### src/rtl/gates_selftest_ctrl.sv
// Built-in self-test sequencer for the basic gate block: sweeps {A,B}, samples gate outputs, scores them.
// Optional fault-injection port enabled by defining GATES_SELFTEST_INJECT_EN.
module gates_selftest_ctrl #(
   parameter int unsigned SETTLE_CYC = 2,
   parameter int unsigned LOOPS      = 1,
   parameter int unsigned ERR_W      = 4
) (
   input  logic             iClk,
   input  logic             iRst,
   input  logic             iStart,
   output logic             oA,
   output logic             oB,
   input  logic             iAND,
   input  logic             iOR,
   input  logic             iNOT,
   input  logic             iNAND,
   input  logic             iNAND2,
`ifdef GATES_SELFTEST_INJECT_EN
   input  logic             iInject,
`endif
   output logic             oBusy,
   output logic             oDone,
   output logic             oPass,
   output logic [ERR_W-1:0] oErrCnt,
   output logic [4:0]       oFailMask
);

   typedef enum logic [2:0] {
      S_IDLE,
      S_DRIVE,
      S_SETTLE,
      S_CHECK,
      S_DONE
   } state_t;

   localparam logic [3:0] SETTLE_LAST = 4'(SETTLE_CYC - 1);
   localparam logic [3:0] LOOP_LAST   = 4'(LOOPS - 1);

   state_t           state_q, state_d;
   logic [1:0]       vec_q, vec_d;
   logic [3:0]       loop_q, loop_d;
   logic [3:0]       cnt_q, cnt_d;
   logic             a_q, a_d;
   logic             b_q, b_d;
   logic             pass_q, pass_d;
   logic [ERR_W-1:0] err_q, err_d;
   logic [4:0]       mask_q, mask_d;
   logic             and_s;
   logic [4:0]       mism;

   function automatic logic [2:0] popcnt5(input logic [4:0] m);
      logic [2:0] c;
      c = 3'd0;
      for (int i = 0; i < 5; i++) c = c + 3'(m[i]);
      return c;
   endfunction

   function automatic logic [ERR_W-1:0] sat_add(input logic [ERR_W-1:0] acc,
                                                input logic [2:0]       inc);
      logic [ERR_W+2:0] sum;
      logic [ERR_W+2:0] top;
      sum = {3'b000, acc} + {{ERR_W{1'b0}}, inc};
      top = {3'b000, {ERR_W{1'b1}}};
      return (sum > top) ? {ERR_W{1'b1}} : sum[ERR_W-1:0];
   endfunction

`ifdef GATES_SELFTEST_INJECT_EN
   assign and_s = iAND ^ iInject;
`else
   assign and_s = iAND;
`endif

   // Bit order matches oFailMask: {NAND2,NAND,NOT,OR,AND}
   assign mism = {iNAND2 ^ ~(a_q & b_q),
                  iNAND  ^ ~(a_q & b_q),
                  iNOT   ^ ~a_q,
                  iOR    ^ (a_q | b_q),
                  and_s  ^ (a_q & b_q)};

   always_ff @(posedge iClk or posedge iRst) begin
      if (iRst) begin
         state_q <= S_IDLE;
         vec_q   <= 2'd0;
         loop_q  <= 4'd0;
         cnt_q   <= 4'd0;
         a_q     <= 1'b0;
         b_q     <= 1'b0;
         pass_q  <= 1'b0;
         err_q   <= '0;
         mask_q  <= 5'd0;
      end else begin
         state_q <= state_d;
         vec_q   <= vec_d;
         loop_q  <= loop_d;
         cnt_q   <= cnt_d;
         a_q     <= a_d;
         b_q     <= b_d;
         pass_q  <= pass_d;
         err_q   <= err_d;
         mask_q  <= mask_d;
      end
   end

   always_comb begin
      state_d = state_q;
      vec_d   = vec_q;
      loop_d  = loop_q;
      cnt_d   = cnt_q;
      a_d     = a_q;
      b_d     = b_q;
      pass_d  = pass_q;
      err_d   = err_q;
      mask_d  = mask_q;
      case (state_q)
         S_IDLE: begin
            if (iStart) begin
               state_d = S_DRIVE;
               vec_d   = 2'd0;
               loop_d  = 4'd0;
               err_d   = '0;
               mask_d  = 5'd0;
               pass_d  = 1'b0;
            end
         end
         S_DRIVE: begin
            a_d     = vec_q[1];
            b_d     = vec_q[0];
            cnt_d   = 4'd0;
            state_d = S_SETTLE;
         end
         S_SETTLE: begin
            if (cnt_q == SETTLE_LAST) state_d = S_CHECK;
            else                      cnt_d   = cnt_q + 4'd1;
         end
         S_CHECK: begin
            mask_d = mask_q | mism;
            err_d  = sat_add(err_q, popcnt5(mism));
            vec_d  = vec_q + 2'd1;
            state_d = S_DRIVE;
            if (vec_q == 2'd3) begin
               loop_d = loop_q + 4'd1;
               if (loop_q == LOOP_LAST) begin
                  state_d = S_DONE;
                  a_d     = 1'b0;
                  b_d     = 1'b0;
               end
            end
         end
         S_DONE: begin
            pass_d  = (err_q == '0);
            state_d = S_IDLE;
         end
         default: state_d = S_IDLE;
      endcase
   end

   assign oA        = a_q;
   assign oB        = b_q;
   assign oBusy     = (state_q == S_DRIVE) || (state_q == S_SETTLE) || (state_q == S_CHECK);
   assign oDone     = (state_q == S_DONE);
   assign oPass     = pass_q;
   assign oErrCnt   = err_q;
   assign oFailMask = mask_q;

endmodule

### config.mk
export PLATFORM = sky130hd
export DESIGN_NAME = gates_selftest_ctrl
export DESIGN_NICKNAME = d
export VERILOG_FILES = /design/src/rtl/gates_selftest_ctrl.sv
export SDC_FILE = /design/constraint.sdc
export NUM_CORES = 1
export LEC_CHECK = 0
export ABC_CLOCK_PERIOD_IN_PS = 5900
export CORE_MARGIN = 5
export CORE_UTILIZATION = 25
export CTS_CLUSTER_DIAMETER = 80
export DETAILED_ROUTE_END_ITERATION = 7
export MAX_ROUTING_LAYER = met4
export SLEW_MARGIN = 0
export SYNTH_ARGS = -nofsm -noshare
export SYNTH_HDL_FRONTEND = slang
export SYNTH_SLANG_ARGS = --single-unit
### constraint.sdc
create_clock -name iClk -period 5.9 [get_ports iClk]
set_input_delay 1.77 -clock iClk [delete_from_list [all_inputs] [get_ports iClk]]
set_output_delay 1.77 -clock iClk [all_outputs]
set_load 0.005 [all_outputs]
After elaboration in Yosys (flattened, before gate mapping)
Index checks and enable logic that the tools add are counted.

storage, ports and cells
  register bits = 25
  input bits = 8
  logic and storage cells = 76
  output and inout bits = 14

cells by class
  order comparisons = 1
  bitwise gates (word level) = 10
  eq/ne operators = 11
  add/subtract/negate cells = 8
  reductions and logical operators = 15
  mux-type cells = 22

operator list
  cell                                                                  number
  4-bit one-hot mux with 2 select lines                                 3
  4-bit 2-to-1 mux                                                      4
  3-bit 2-to-1 mux                                                      4
  3-bit one-hot mux with 4 select lines                                 1
  2-bit != test, second input constant                                  5
  5-bit one-hot mux with 2 select lines                                 1
  4-bit by 1-bit adder with 4-bit output, second input constant         2
  4-bit zero test                                                       2
  2-bit AND reduction                                                   4
  2-bit nonzero test                                                    4
  3-bit by 1-bit adder with 3-bit output                                2
  3-bit by 2-bit == test with 1-bit output, second input constant       2
  1-bit one-hot mux with 2 select lines                                 3
  3-bit AND reduction                                                   2
  4-bit by 3-bit adder with 5-bit output                                1
  5-bit by 4-bit > comparator with 1-bit output, second input constant  1
  5-bit 2-to-1 mux                                                      1
  5-bit OR                                                              1
  1-bit bitwise XOR                                                     5
  4-bit by 1-bit == test with 1-bit output, second input constant       1
  2-bit one-hot mux with 2 select lines                                 1
  2-bit by 1-bit adder with 3-bit output                                1
  3-bit by 1-bit == test with 1-bit output, second input constant       1
  3-bit == test, second input constant                                  1
  other kinds (10)                                                      14

Longest topological paths before layout
  depth in word-level cells = 10
  gate-level depth with buffers = 10
  gate-level depth less buffers = 10

Worst setup path before layout
No wires, ideal clock.

  kind = input to register
  start = input iAND
  end = register err_q[2], in the netlist oErrCnt[2]
  data arrival time = 4.017 ns
  stages = 9
  buffers on the path = 0
  setup time = 0.120 ns
  data required time = 5.780 ns
  slack = 1.762 ns
  path through = xnor2_1 fa_1 fa_1 ha_1 fa_1 a21oi_1 nor2_1 o21ai_0 nand2_1

between the ends
  longest elaborated chain between the ends = 9

RTL lines
  element                                                line  source
  from (decl)                                            13    input logic iAND,
  1-bit bitwise XOR *                                    78    and_s ^ (a_q & b_q)};
  1-bit by 1-bit adder with 2-bit output *               54    for (int i = 0; i < 5; i++) c = c + 3'(m[i]);
  2-bit by 1-bit adder with 3-bit output *               54
  3-bit by 1-bit adder with 3-bit output * (2 in a row)  54
  4-bit by 3-bit adder with 5-bit output *               62    sum = {3'b000, acc} + {{ERR_W{1'b0}}, inc};
  5-bit by 4-bit > comparator with 1-bit output          64    return (sum > top) ? {ERR_W{1'b1}} : sum[ERR_W-1:0];
  4-bit 2-to-1 mux *                                     64
  4-bit one-hot mux with 2 select lines *                114   case (state_q)
  to (signal assigned)                                   99    err_q <= err_d;
  to (decl)                                              46    logic [ERR_W-1:0] err_q, err_d;

Every way passes the cells marked *; elsewhere a longest branch is shown, timed or not.
A chain may end at the register's enable or synchronous reset.

Worst setup path in the final report
  start = input iNOT
  end = register err_q[3], in the netlist oErrCnt[3]

between the ends
  longest elaborated chain between the ends = 8

RTL lines
  element                                                line  source
  from (decl)                                            15    input logic iNOT,
  1-bit bitwise XOR *                                    76    iNOT ^ ~a_q,
  2-bit by 1-bit adder with 3-bit output *               54
  3-bit by 1-bit adder with 3-bit output * (2 in a row)  54
  4-bit by 3-bit adder with 5-bit output *               62
  5-bit by 4-bit > comparator with 1-bit output          64
  4-bit 2-to-1 mux *                                     64
  4-bit one-hot mux with 2 select lines *                114

Marks and branches as above.

==> results.py <==
metrics = {
    "routing": {
        "ant_nets": 0,
        "drt_wl_total_um": 2970,
        "dr.pass1.iters": 4,
        "drc": 0,
        "vias": 1030,
        "drt_iter0_markers": 83,
        "routedWlPerCell_um": 12.8,
        "viasPerCell": 4.46,
    },
    "floorplan": {
        "initial_utilization_pct": 25.3,
        "core-area_um2": 5410,
        "die_h_um": 84.0,
        "dieArea_um2": 7060,
        "die_w_um": 84.0,
        "fp-row-count": 27,
        "boundaryPins": 22,
    },
    "clocking": {
        "post_cts.repair.setup_buffers": 0,
        "path_clk_slew_ns": 0.10,
        "cts_tree": "built",
        "cts_resized": 0,
        "cts_made_buffers": 3,
        "cts.sinks": 25,
        "cts_max_level": 1,
        "cts.path.max_buffers": 2,
        "ctsHoldBuffers": 0,
        "clk_latency_ns": 0.27,
        "root_buffer": "clkbuf_8",
    },
    "pwr": {
        "p_seq_share_pct": 36.5,
        "p_int_w": 0.000507,
        "combinationalPowerShare_pct": 51.2,
        "p_switching_w": 0.000364,
        "pwr-share-clk_pct": 12.3,
        "ir_worst_vdd_mv": 0.344,
        "powerDensity_nw_per_um2": 515,
        "switching_share_pct": 41.8,
        "leakagePower_nw": 0.729,
    },
    "run_status": {
        "status": "finished clean",
    },
    "placement": {
        "gp_congestion": 0.778,
        "dp_hpwl_um": 2190,
        "port_buffers": 21,
        "place_area_um2": 1640,
    },
    "logic_synthesis": {
        "syn_inst": 138,
        "syn_area_per_cell_um2": 9.93,
        "synth_area_leader_cell": "dfrtp_1",
        "syn_area_um2": 1370,
        "ys_seq_area_share_pct": 45.7,
        "synth_seq_cells": 25,
        "synth_top_cell_area_share_pct": 45.7,
        "synth_cell_types": 29,
        "yosys_warnings": 0,
        "syn_nets": 158,
        "yosys-top-cells-area": "dfrtp_1, ha_1, nand3_1, fa_1, o21ai_0",
    },
    "timing": {
        "min_period_ns": 4.47,
        "hold_viol_final": 0,
        "rsz0062_at_grt": "false",
        "maxSlewViolCount": 0,
        "fin_crit_sh_pct": 75.8,
        "fin_setup_tns_ns": 0,
        "finalClockSkew_ns": 0.00444,
        "final-setup-viol-count": 0,
        "fmax_mhz": 224,
        "tightest_slew_ns": 0.980,
        "slew_headroom_pct": 34.6,
        "hold_ws_ns": 0.488,
    },
    "finish": {
        "post-route-util_pct": 31.3,
        "final_area_um2": 1690,
        "n_antenna_cell": 0,
        "nets": 180,
        "layout_common_cells": "dfrtp_1, clkdlybuf4s50_1, nor2_1, nand3_1, nand2_1",
        "final_common_cell": "dfrtp_1",
        "drive_gt1_share_pct": 3.77,
        "nFillCells": 594,
        "synthToLayoutAreaGrowth_pct": 23.6,
    },
    "worst_hold_path": {
        "hold_end": "loop_q[3]",
        "holdPathStages": 1,
        "hold_start": "loop_q[3]",
        "hold_path_class": "reg2reg",
    },
    "critical_path": {
        "worst-path-max-fanout": 2,
        "r2r-start": "oA",
        "r2r-end": "oErrCnt[3]",
        "r2r_slack_ns": 2.76,
        "cp-start-kind": "input pin",
        "critPathKind": "in2reg",
        "end_kind": "flip-flop",
        "r2r_cells": 9,
        "worstPathArrival_ns": 4.62,
        "crit_required_ns": 6.05,
    },
    "global_routing": {
        "track_usage_pct": 9.28,
        "grt_first_pass_wirelength_um": 5310,
        "antenna_found_initial": 0,
        "grt_pass1_vias": 1070,
        "grt_remaining_overflow": 0,
        "grt_max_degree": 26,
    },
    "run": {
        "maxCapViolations": 0,
    },
}
==> registers in the layout (all words and copies together), names as in the netlist <==
| register | flops |
|---|---|
| oPass | 1 |
| oFailMask | 5 |
| vec_q | 2 |
| oB | 1 |
| oA | 1 |
| state_q | 3 |
| oErrCnt | 4 |
| loop_q | 4 |
| cnt_q | 4 |
==> logic make-up after synthesis <==
family | share of synthesized area, %
AO/OA/AOI/OAI | 14.5
XOR/XNOR | 4.47
adder cells (fa/ha/maj) | 12.6
buffers and inverters | 4.11
flip-flops | 45.7
AND/OR/NAND/NOR | 18.6
==> how the worst max path moves through the flow <==
stage                     cells past startpoint  slack [ns]         end  from
after global placement                       10        1.15  oErrCnt[2]  iNOT
after floorplan                               9        1.76  oErrCnt[2]  iAND
after global routing                          9        1.23  oErrCnt[3]  iNOT
final                                         9        1.43  oErrCnt[3]  iNOT
after CTS                                     9        1.39  oErrCnt[3]  iNOT
after detailed placement                      9        1.12  oErrCnt[3]  iNOT
==> cells in the mapped netlist, drive strengths merged <==
master / number
nand2b: 1
xor2: 3
nor4b: 1
o311ai: 1
a21oi: 8
a22o: 2
a2111o: 1
o21ai: 11
a41oi: 1
nand2: 13
xnor2: 4
inv: 8
nand3b: 1
nor2: 14
or4: 1
and3b: 2
a21boi: 1
nand4bb: 1
fa: 3
o31ai: 3
dfrtp: 25
o211ai: 3
nand3: 14
buf: 4
ha: 9
nor4: 1
nor2b: 2
==> worst max-delay path: stages <==
cell	delay, ns
clkdlybuf4s50_1	0.41
xnor2_1	0.28
fa_1	0.50
fa_1	0.49
ha_1	0.24
fa_1	0.40
a21oi_1	0.21
a41oi_1	0.13
a21boi_0	0.17
==> layout make-up <==
| class | instances | area (um2) | area share (%) |
|---|---|---|---|
| timing repair buffer | 21 | 210 | 12.4 |
| inverter | 8 | 30.0 | 1.77 |
| clock buffer | 3 | 41.3 | 2.44 |
| tap | 72 | 90.1 | 5.32 |
| clock inverter | 1 | 7.51 | 0.443 |
| multi-input combinational | 101 | 688 | 40.7 |
| sequential | 25 | 626 | 37.0 |
==> power groups by stage <==
stage | clock [W] | sequential (W) | combinational (W)
after floorplan | 0 | 0.000288 | 0.000313
after global placement | 0 | 0.000321 | 0.000445
after detailed placement | 0 | 0.000321 | 0.000449
after CTS | 0.000111 | 0.000319 | 0.000457
after global routing | 0.000118 | 0.000333 | 0.000517
final | 0.000107 | 0.000318 | 0.000446
==> stage by stage <==
step	power [W]	instances	setup WS, ns
after detailed placement	0.000770	227	1.12
after CTS	0.000887	231	1.39
final	0.000871	231	1.43
after global routing	0.000967	231	1.23
after floorplan	0.000601	138	1.76
after global placement	0.000766	227	1.15
==> per-layer routing <==
| metal | GRT usage [%] | share of wire (%) | up-vias |
|---|---|---|---|
| met1 | 12.7 | 50 | 492 |
| met5 | - | 0 | - |
| met2 | 14.6 | 47 | 13 |
| met3 | 2.07 | 2.1 | 2 |
| met4 | 0.877 | 0.40 | 0 |
| li1 | - | - | 523 |
Note: power is estimated with default switching activity, not from simulation.
